[config.mk]
export PLATFORM = sky130hd
export DESIGN_NAME = icache_sram_sequencer
export DESIGN_NICKNAME = d
export VERILOG_FILES = /design/src/rtl/icache_sram_sequencer.sv
export SDC_FILE = /design/constraint.sdc
export NUM_CORES = 1
export LEC_CHECK = 0
export BUFFER_PORTS_ARGS = -buffer_cell sky130_fd_sc_hd__buf_2
export CELL_PAD_IN_SITES_DETAIL_PLACEMENT = 0
export CELL_PAD_IN_SITES_GLOBAL_PLACEMENT = 2
export CORE_AREA = 3 3 408 410
export CTS_CLUSTER_SIZE = 16
export DETAILED_ROUTE_END_ITERATION = 6
export DIE_AREA = 0 0 411 413
export HOLD_SLACK_MARGIN = 0.02
export MAX_ROUTING_LAYER = met4
export PLACE_DENSITY_LB_ADDON = 0.15
export SYNTH_ARGS = -nofsm -noshare
export SYNTH_HDL_FRONTEND = slang
export SYNTH_SLANG_ARGS = --single-unit
[constraint.sdc]
create_clock -name clock -period 1.8 [get_ports clock]
set_input_delay 0.36 -clock clock [delete_from_list [all_inputs] [get_ports clock]]
set_output_delay 0.36 -clock clock [all_outputs]
set_load 0.02 [all_outputs]
[src/rtl/icache_sram_sequencer.sv]
// icache_sram_sequencer: arbitrates fetch reads and refill writes onto one single-port line SRAM
// and zero-clears the whole array after reset and on flush.
module icache_sram_sequencer #(
  parameter int ADDR_W = 8,
  parameter int DATA_W = 256,
  parameter int DEPTH = 256,
  parameter bit CLEAR_ON_RESET = 1'b1
) (
  input  logic              clock,
  input  logic              reset,
  input  logic              flush,
  input  logic              volt_sel_cfg,
  input  logic              rd_valid,
  output logic              rd_ready,
  input  logic [ADDR_W-1:0] rd_addr,
  output logic              rsp_valid,
  output logic [DATA_W-1:0] rsp_data,
  input  logic              wr_valid,
  output logic              wr_ready,
  input  logic [ADDR_W-1:0] wr_addr,
  input  logic [DATA_W-1:0] wr_data,
  output logic              busy,
  output logic              clear_done,
  output logic              sram_valid,
  output logic              sram_write,
  output logic [ADDR_W-1:0] sram_addr,
  output logic [DATA_W-1:0] sram_wdata,
  input  logic [DATA_W-1:0] sram_rdata,
  output logic              sram_volt_sel
);
  typedef enum logic {CLEAR, RUN} state_t;
  localparam state_t INIT = CLEAR_ON_RESET ? CLEAR : RUN;
  localparam logic [ADDR_W-1:0] LAST = ADDR_W'(DEPTH - 1);
  state_t state;
  logic [ADDR_W-1:0] clr_cnt;
  logic last_write;
  // a contested cycle goes to whichever side did not win the previous grant
  assign busy = state == CLEAR;
  assign rd_ready = !busy && rd_valid && (!wr_valid || last_write);
  assign wr_ready = !busy && wr_valid && !rd_ready;
  assign sram_valid = busy || rd_ready || wr_ready;
  assign sram_write = busy || wr_ready;
  assign sram_addr = busy ? clr_cnt : wr_ready ? wr_addr : rd_ready ? rd_addr : '0;
  assign sram_wdata = wr_ready ? wr_data : '0;
  assign rsp_data = sram_rdata;
  assign sram_volt_sel = volt_sel_cfg;
  always_ff @(posedge clock or posedge reset) begin
    if (reset) begin
      state <= INIT;
      clr_cnt <= '0;
      last_write <= 1'b1;
      rsp_valid <= 1'b0;
      clear_done <= 1'b0;
    end else begin
      rsp_valid <= rd_ready;
      clear_done <= 1'b0;
      if (rd_ready) last_write <= 1'b0;
      else if (wr_ready) last_write <= 1'b1;
      if (busy) begin
        if (flush) clr_cnt <= '0;
        else if (clr_cnt == LAST) begin
          state <= RUN;
          clr_cnt <= '0;
          clear_done <= 1'b1;
        end else clr_cnt <= clr_cnt + 1'b1;
      end else if (flush) begin
        state <= CLEAR;
        clr_cnt <= '0;
      end
    end
  end
endmodule

Word-level counts from Yosys, hierarchy flattened
Cells that the tools add are included.
{ "word_totals": {"inputBits": 534, "ff_bits": 12} }
{ "op_classes": {"bitwise_logic": 1, "n_reduce_logical": 11, "n_addsub": 1, "muxes": 15, "n_eq_ne": 2} }
{ "op_table": {"columns": ["cell", "n"], "rows": [
  ["256-bit 2-to-1 mux", 1],
  ["8-bit 2-to-1 mux", 7],
  ["8-bit by 1-bit adder with 8-bit output, second input constant", 1],
  ["8-bit == test, second input constant", 1],
  ["1-bit 2-to-1 mux", 7],
  ["1-bit logical AND", 4],
  ["1-bit logical OR", 4],
  ["1-bit zero test", 2],
  ["2-bit != test, second input constant", 1],
  ["2-bit nonzero test", 1],
  ["1-bit NOT", 1]
]} }

Longest topological paths before layout
{ "logic_depth": {"word_depth": 7, "ltp_mapped": 6, "ltp_nobuf": 5} }

Worst setup path before layout
OpenSTA, ideal clock, no wires.
{ "synth_path": {"kind": "register to output", "start": "register last_write", "end": "output port sram_addr[1]", "path_slack_ns": -0.085, "t_arrival_ns": 1.525, "n_path_buf": 0, "required_ns": 1.440, "stages_incl_launch_ff": 5, "path_cell_list": "dfstp_2 > inv_1 > a21oi_4 > nand2_1 > a31oi_1"} }
{ "synth_via": {"elab_chain_cells": 6, "word_cells_on_any_way": 7} }
{ "synth_rtl": {"columns": ["item", "line", "source"], "rows": [
  ["start: declaration", "36", "logic last_write;"],
  ["start signal: assignment", "51", "last_write <= 1'b1;"],
  ["start signal: assignment", "57", "if (rd_ready) last_write <= 1'b0;"],
  ["start signal: assignment", "58", "else if (wr_ready) last_write <= 1'b1;"],
  ["1-bit logical OR (*)", "39", "assign rd_ready = !busy && rd_valid && (!wr_valid || last_write);"],
  ["1-bit logical AND (*)", "39", null],
  ["via rd_ready", "14", "output logic rd_ready,"],
  ["1-bit zero test", "40", "assign wr_ready = !busy && wr_valid && !rd_ready;"],
  ["1-bit logical AND", "40", null],
  ["8-bit 2-to-1 mux (*) (2 in a row)", "43", "assign sram_addr = busy ? clr_cnt : wr_ready ? wr_addr : rd_ready ? rd_addr : '0;"],
  ["end: declaration", "26", "output logic [ADDR_W-1:0] sram_addr,"]
]} }
The timed path passes the listed nets; every way through them passes the cells marked *.

Worst setup path after layout
{ "layout_path": {"start": "register last_write", "end": "output port sram_addr[3]"} }
{ "layout_via": {"elab_chain_cells": 6, "word_cells_on_any_way": 7} }
{ "layout_rtl": {"columns": ["item", "line"], "rows": [
  ["1-bit logical OR (*)", "39"],
  ["1-bit logical AND (*)", "39"],
  ["1-bit zero test", "40"],
  ["1-bit logical AND", "40"],
  ["8-bit 2-to-1 mux (*) (2 in a row)", "43"]
]} }
Every way passes the cells marked *; elsewhere a longest branch is shown, timed or not.

==> impl_results.html <==
<table>
<tr><th>Metric</th><th>Value</th></tr>
<tr><th colspan="2">Logic synthesis</th></tr>
<tr><td>Combined area of all synthesized cells</td><td>roughly 4400 sq um</td></tr>
<tr><td>Most common flop cell mapped by yosys</td><td>sky130_fd_sc_hd__dfrtp_1</td></tr>
<tr><td>Part of the Yosys area used for sequential elements</td><td>0.0678</td></tr>
<tr><td>Number of storage elements in the synthesis netlist</td><td>12</td></tr>
<tr><td>EDFF count, synth</td><td>0</td></tr>
<tr><td>Net Count, Synth</td><td>roughly 1,200</td></tr>
<tr><td>Average cell area after synthesis</td><td>around 7 sq um</td></tr>
<tr><td>Number of instances in the synthesized netlist</td><td>633</td></tr>
<tr><td>Unique masters post-synth</td><td>34</td></tr>
<tr><td>Share of synthesized registers carrying an async set or reset</td><td>1.00</td></tr>
<tr><td>Synthesis warning total</td><td>0</td></tr>
<tr><th colspan="2">Global route</th></tr>
<tr><td>Total routing resource utilization after global routing</td><td>0.0459</td></tr>
<tr><td>Maximum number of pins on one net before global-route repair</td><td>just over 40</td></tr>
<tr><td>Residual overflow from global routing</td><td>0</td></tr>
<tr><td>Number of antenna violations at the first check in global routing</td><td>15</td></tr>
<tr><td>Via count of the first global-routing pass</td><td>approximately 5,800</td></tr>
<tr><td>Global-route wire length before repair</td><td>51.9 mm</td></tr>
<tr><th colspan="2">Setup path</th></tr>
<tr><td>Startpoint Class</td><td>flop</td></tr>
<tr><td>Largest fanout on the critical path</td><td>5</td></tr>
<tr><td>Worst r2r path cells</td><td>6</td></tr>
<tr><td>Capturing point of the worst reg2reg path</td><td>clr_cnt[7]$_DFFE_PP0P_</td></tr>
<tr><td>Worst path slowest cell</td><td>sky130_fd_sc_hd__dfstp_2</td></tr>
<tr><td>Minimum setup slack among reg-to-reg paths</td><td>about 90 ps</td></tr>
<tr><td>Startpoint of the lowest-slack register-to-register path</td><td>state$_DFF_PP0_</td></tr>
<tr><td>Delay contributed by the slowest stage of the critical path</td><td>~560 ps</td></tr>
<tr><td>CP Cell Sequence</td><td>a21oi_4, buf_4, buf_12, buf_16, a221o_1, buf_6</td></tr>
<tr><td>Required time of the critical path</td><td>1440 ps</td></tr>
<tr><td>Critical path capture point type</td><td>primary output</td></tr>
<tr><td>Critical path type</td><td>reg -&gt; out</td></tr>
<tr><td>Critical path data arrival time</td><td>1750 ps</td></tr>
<tr><th colspan="2">Routing</th></tr>
<tr><td>Number of design rule violations left after detail routing</td><td>0</td></tr>
<tr><td>Vias per Instance</td><td>roughly 1.7</td></tr>
<tr><td>Via count of the routed design</td><td>roughly 5,500</td></tr>
<tr><td>Drt initial violations</td><td>around 140</td></tr>
<tr><td>Average routed wire per standard cell</td><td>14.3 microns</td></tr>
<tr><td>Routed wire length</td><td>~45 mm</td></tr>
<tr><td>Number of antenna-violating nets in the routed design</td><td>0</td></tr>
<tr><td>Pre-Repair DR Iteration Count</td><td>4</td></tr>
<tr><th colspan="2">Finish</th></tr>
<tr><td>Count of fill cells added during filler insertion</td><td>around 19,000</td></tr>
<tr><td>Number of nets in the final layout</td><td>roughly 1,500</td></tr>
<tr><td>Area grow syn2layout</td><td>135%</td></tr>
<tr><td>Layout cells sized above 1</td><td>0.778</td></tr>
<tr><th colspan="2">Clock network</th></tr>
<tr><td>Maximum buffer depth of the clock tree</td><td>2</td></tr>
<tr><td>Clock-pin slew reported for the worst setup and hold paths after clock tree synthesis</td><td>around 50 ps</td></tr>
<tr><td>TritonCTS clock tree</td><td>done</td></tr>
<tr><td>CTS sink cnt</td><td>12</td></tr>
<tr><td>Number of hold-repair buffers added at the cts stage</td><td>0</td></tr>
<tr><td>CTS Buf Count</td><td>3</td></tr>
<tr><td>H-tree levels</td><td>1</td></tr>
<tr><td>Insertion delay of the later-clocked pin in the worst-skew pair</td><td>between 200 and 300 ps</td></tr>
<tr><td>Clock root buffer</td><td>sky130_fd_sc_hd__clkbuf_16</td></tr>
<tr><th colspan="2">Place</th></tr>
<tr><td>Post-detail-place hpwl</td><td>roughly 36 mm</td></tr>
<tr><td>Count of buffers inserted at the top-level ports</td><td>about 550</td></tr>
<tr><td>RD Place Congestion</td><td>approximately 0.77</td></tr>
<tr><th colspan="2">Timing</th></tr>
<tr><td>Post-route clock period utilization</td><td>1.17</td></tr>
<tr><td>Post-route setup slack</td><td>-313 ps</td></tr>
<tr><td>Slew of the pin with the lowest slew margin</td><td>591 ps</td></tr>
<tr><td>Slew margin rel.</td><td>0.605</td></tr>
<tr><td>Number of setup violations in the final report</td><td>around 270</td></tr>
<tr><td>Final number of hold-violating endpoints</td><td>0</td></tr>
<tr><td>Number of pins exceeding their max-slew limit in the final report</td><td>0</td></tr>
<tr><td>Max Clock Skew</td><td>~7 ps</td></tr>
<tr><td>Worst slack on hold paths</td><td>approximately 210 ps</td></tr>
<tr><td>Setup tns final</td><td>-65,890 ps</td></tr>
<tr><td>Clock period minus final worst setup slack</td><td>2110 ps</td></tr>
<tr><td>Upper clock frequency limit</td><td>473 MHz</td></tr>
<tr><td>Unrepaired setup endpoints after global routing</td><td>yes</td></tr>
<tr><th colspan="2">Status</th></tr>
<tr><td>Result of the run</td><td>complete, but fails checks</td></tr>
<tr><td>Violated checks</td><td>negative setup slack</td></tr>
<tr><th colspan="2">Floorplan</th></tr>
<tr><td>Die width</td><td>approximately 410 microns</td></tr>
<tr><td>Starting density of the core</td><td>0.0273</td></tr>
<tr><td>Placement Rows</td><td>approximately 150</td></tr>
<tr><td>Number of top-level pins</td><td>roughly 1,100</td></tr>
<tr><td>Overall die area</td><td>approximately 170,000 sq um</td></tr>
<tr><td>Die extent in y</td><td>413 microns</td></tr>
<tr><td>Core outline area</td><td>about 160,000 sq um</td></tr>
<tr><th colspan="2">Pwr</th></tr>
<tr><td>Total power per unit cell area</td><td>121 nW/um^2</td></tr>
<tr><td>IR drop worst, VDD</td><td>0.000253 V</td></tr>
<tr><td>Static leakage</td><td>4.51 nW</td></tr>
<tr><th colspan="2">Worst hold path</th></tr>
<tr><td>Type of the tightest min-delay check</td><td>in -&gt; async</td></tr>
<tr><th colspan="2">Flow run</th></tr>
<tr><td>Max cap viols</td><td>0</td></tr>
</table>
[worst max-delay path by stage]
stage | from | to
3_5_place_dp | wr_valid | sram_wdata[202]
6_report | last_write$_DFFE_PP1P_ | sram_addr[3]
2_1_floorplan | last_write$_DFFE_PP1P_ | sram_addr[1]
5_1_grt | last_write$_DFFE_PP1P_ | sram_addr[2]
4_1_cts | state$_DFF_PP0_ | sram_wdata[71]
3_3_place_gp | wr_valid | sram_wdata[202]
[per-layer routing]
metal | vias up | share of wire | GRT usage
li1 | 2374 | - | -
met1 | 2458 | 0.39 | 0.0499
met2 | 578 | 0.46 | 0.0742
met3 | 56 | 0.13 | 0.0245
met4 | 0 | 0.019 | 0.00895
met5 | - | 0 | -
[cell usage in the layout, fill, tap and decap left out, types with 3 or more instances in the layout]
cell	n
sky130_fd_sc_hd__buf_2	348
sky130_fd_sc_hd__buf_6	166
sky130_fd_sc_hd__and2_1	143
sky130_fd_sc_hd__and2_4	114
sky130_fd_sc_hd__buf_4	67
sky130_fd_sc_hd__nor2_1	13
sky130_fd_sc_hd__clkbuf_16	12
sky130_fd_sc_hd__diode_2	11
sky130_fd_sc_hd__dfrtp_1	11
sky130_fd_sc_hd__buf_16	10
sky130_fd_sc_hd__clkbuf_4	10
sky130_fd_sc_hd__nand2_1	8
sky130_fd_sc_hd__buf_12	8
sky130_fd_sc_hd__o211ai_1	6
sky130_fd_sc_hd__a31oi_2	6
sky130_fd_sc_hd__buf_8	6
sky130_fd_sc_hd__nand3_1	4
sky130_fd_sc_hd__a21oi_1	4
sky130_fd_sc_hd__inv_1	3
[registers in the layout, summed over array words and instances, names as in the netlist]
signal      count
last_write      1
rsp_valid       1
clear_done      1
state           1
clr_cnt         8
[area by class of cell]
cell class	instances	area (sq um)	share of cell area
diodes	11	27.5	0.00263
clock buffers	4	88.8	0.00849
inverters	5	21.3	0.00203
multi-input cells	327	2370	0.226
flip-flops and latches	12	302	0.0288
well taps	2175	2720	0.260
repair buffers	624	4940	0.472
[cell usage after synthesis (all sizes together) (2+ instances only)]
| master | instances | share of area |
|---|---|---|
| inv | 5 | 0.0042 |
| a21oi | 6 | 0.012 |
| buf | 262 | 0.44 |
| and2 | 257 | 0.36 |
| dfrtp | 11 | 0.062 |
| nand3 | 4 | 0.0045 |
| nand4 | 2 | 0.0028 |
| nand2 | 10 | 0.0084 |
| or3 | 2 | 0.0028 |
| and3 | 2 | 0.0028 |
| a31oi | 6 | 0.0084 |
| o211ai | 6 | 0.010 |
| nor2 | 13 | 0.011 |
| clkbuf | 27 | 0.029 |
| mux2i | 2 | 0.0045 |
| o21ai | 3 | 0.0034 |
| xor2 | 2 | 0.0039 |
[critical path: cells and delay by family (launching register included)]
kind,cells,cell delay [ps]
buffers and inverters,4,560
AOI/OAI and AO/OA,2,390
DFF,1,560
[per-stage QoR]
step                      power (mW)  setup slack, ps  utilization  instance area, sq um  instances
after CTS                       1.29             -378       0.0557                  9070       3119
after detailed placement       0.784             -363       0.0501                  8150       3097
after global placement         0.792             -343       0.0501                  8150       3097
after global routing            1.35             -376       0.0642                 10500       3152
after floorplan                 1.19             13.9            -                  4480        633
final                           1.26             -313       0.0643                 10500       3158
[where the power goes]
group,total [mW],switching (mW),internal (mW)
registers,0.293,0.0125,0.281
clock network,0.475,0.138,0.337
logic,0.496,0.234,0.262
[logic make-up after synthesis]
| family | synth area share |
|---|---|
| xor+xnor | 0.00591 |
| buf+inv | 0.474 |
| fa+ha+maj | 0.00281 |
| compound gates | 0.0433 |
| simple gates | 0.401 |
| flops | 0.0678 |
| mux | 0.00450 |
[timing repair]
item                       CTS  global route
resized for setup          181           363
pin swaps                   15            63
buffers inserted            13            18
cloned                       5            13
setup endpoints to repair  268           268
(Power assumes the default switching activity.)
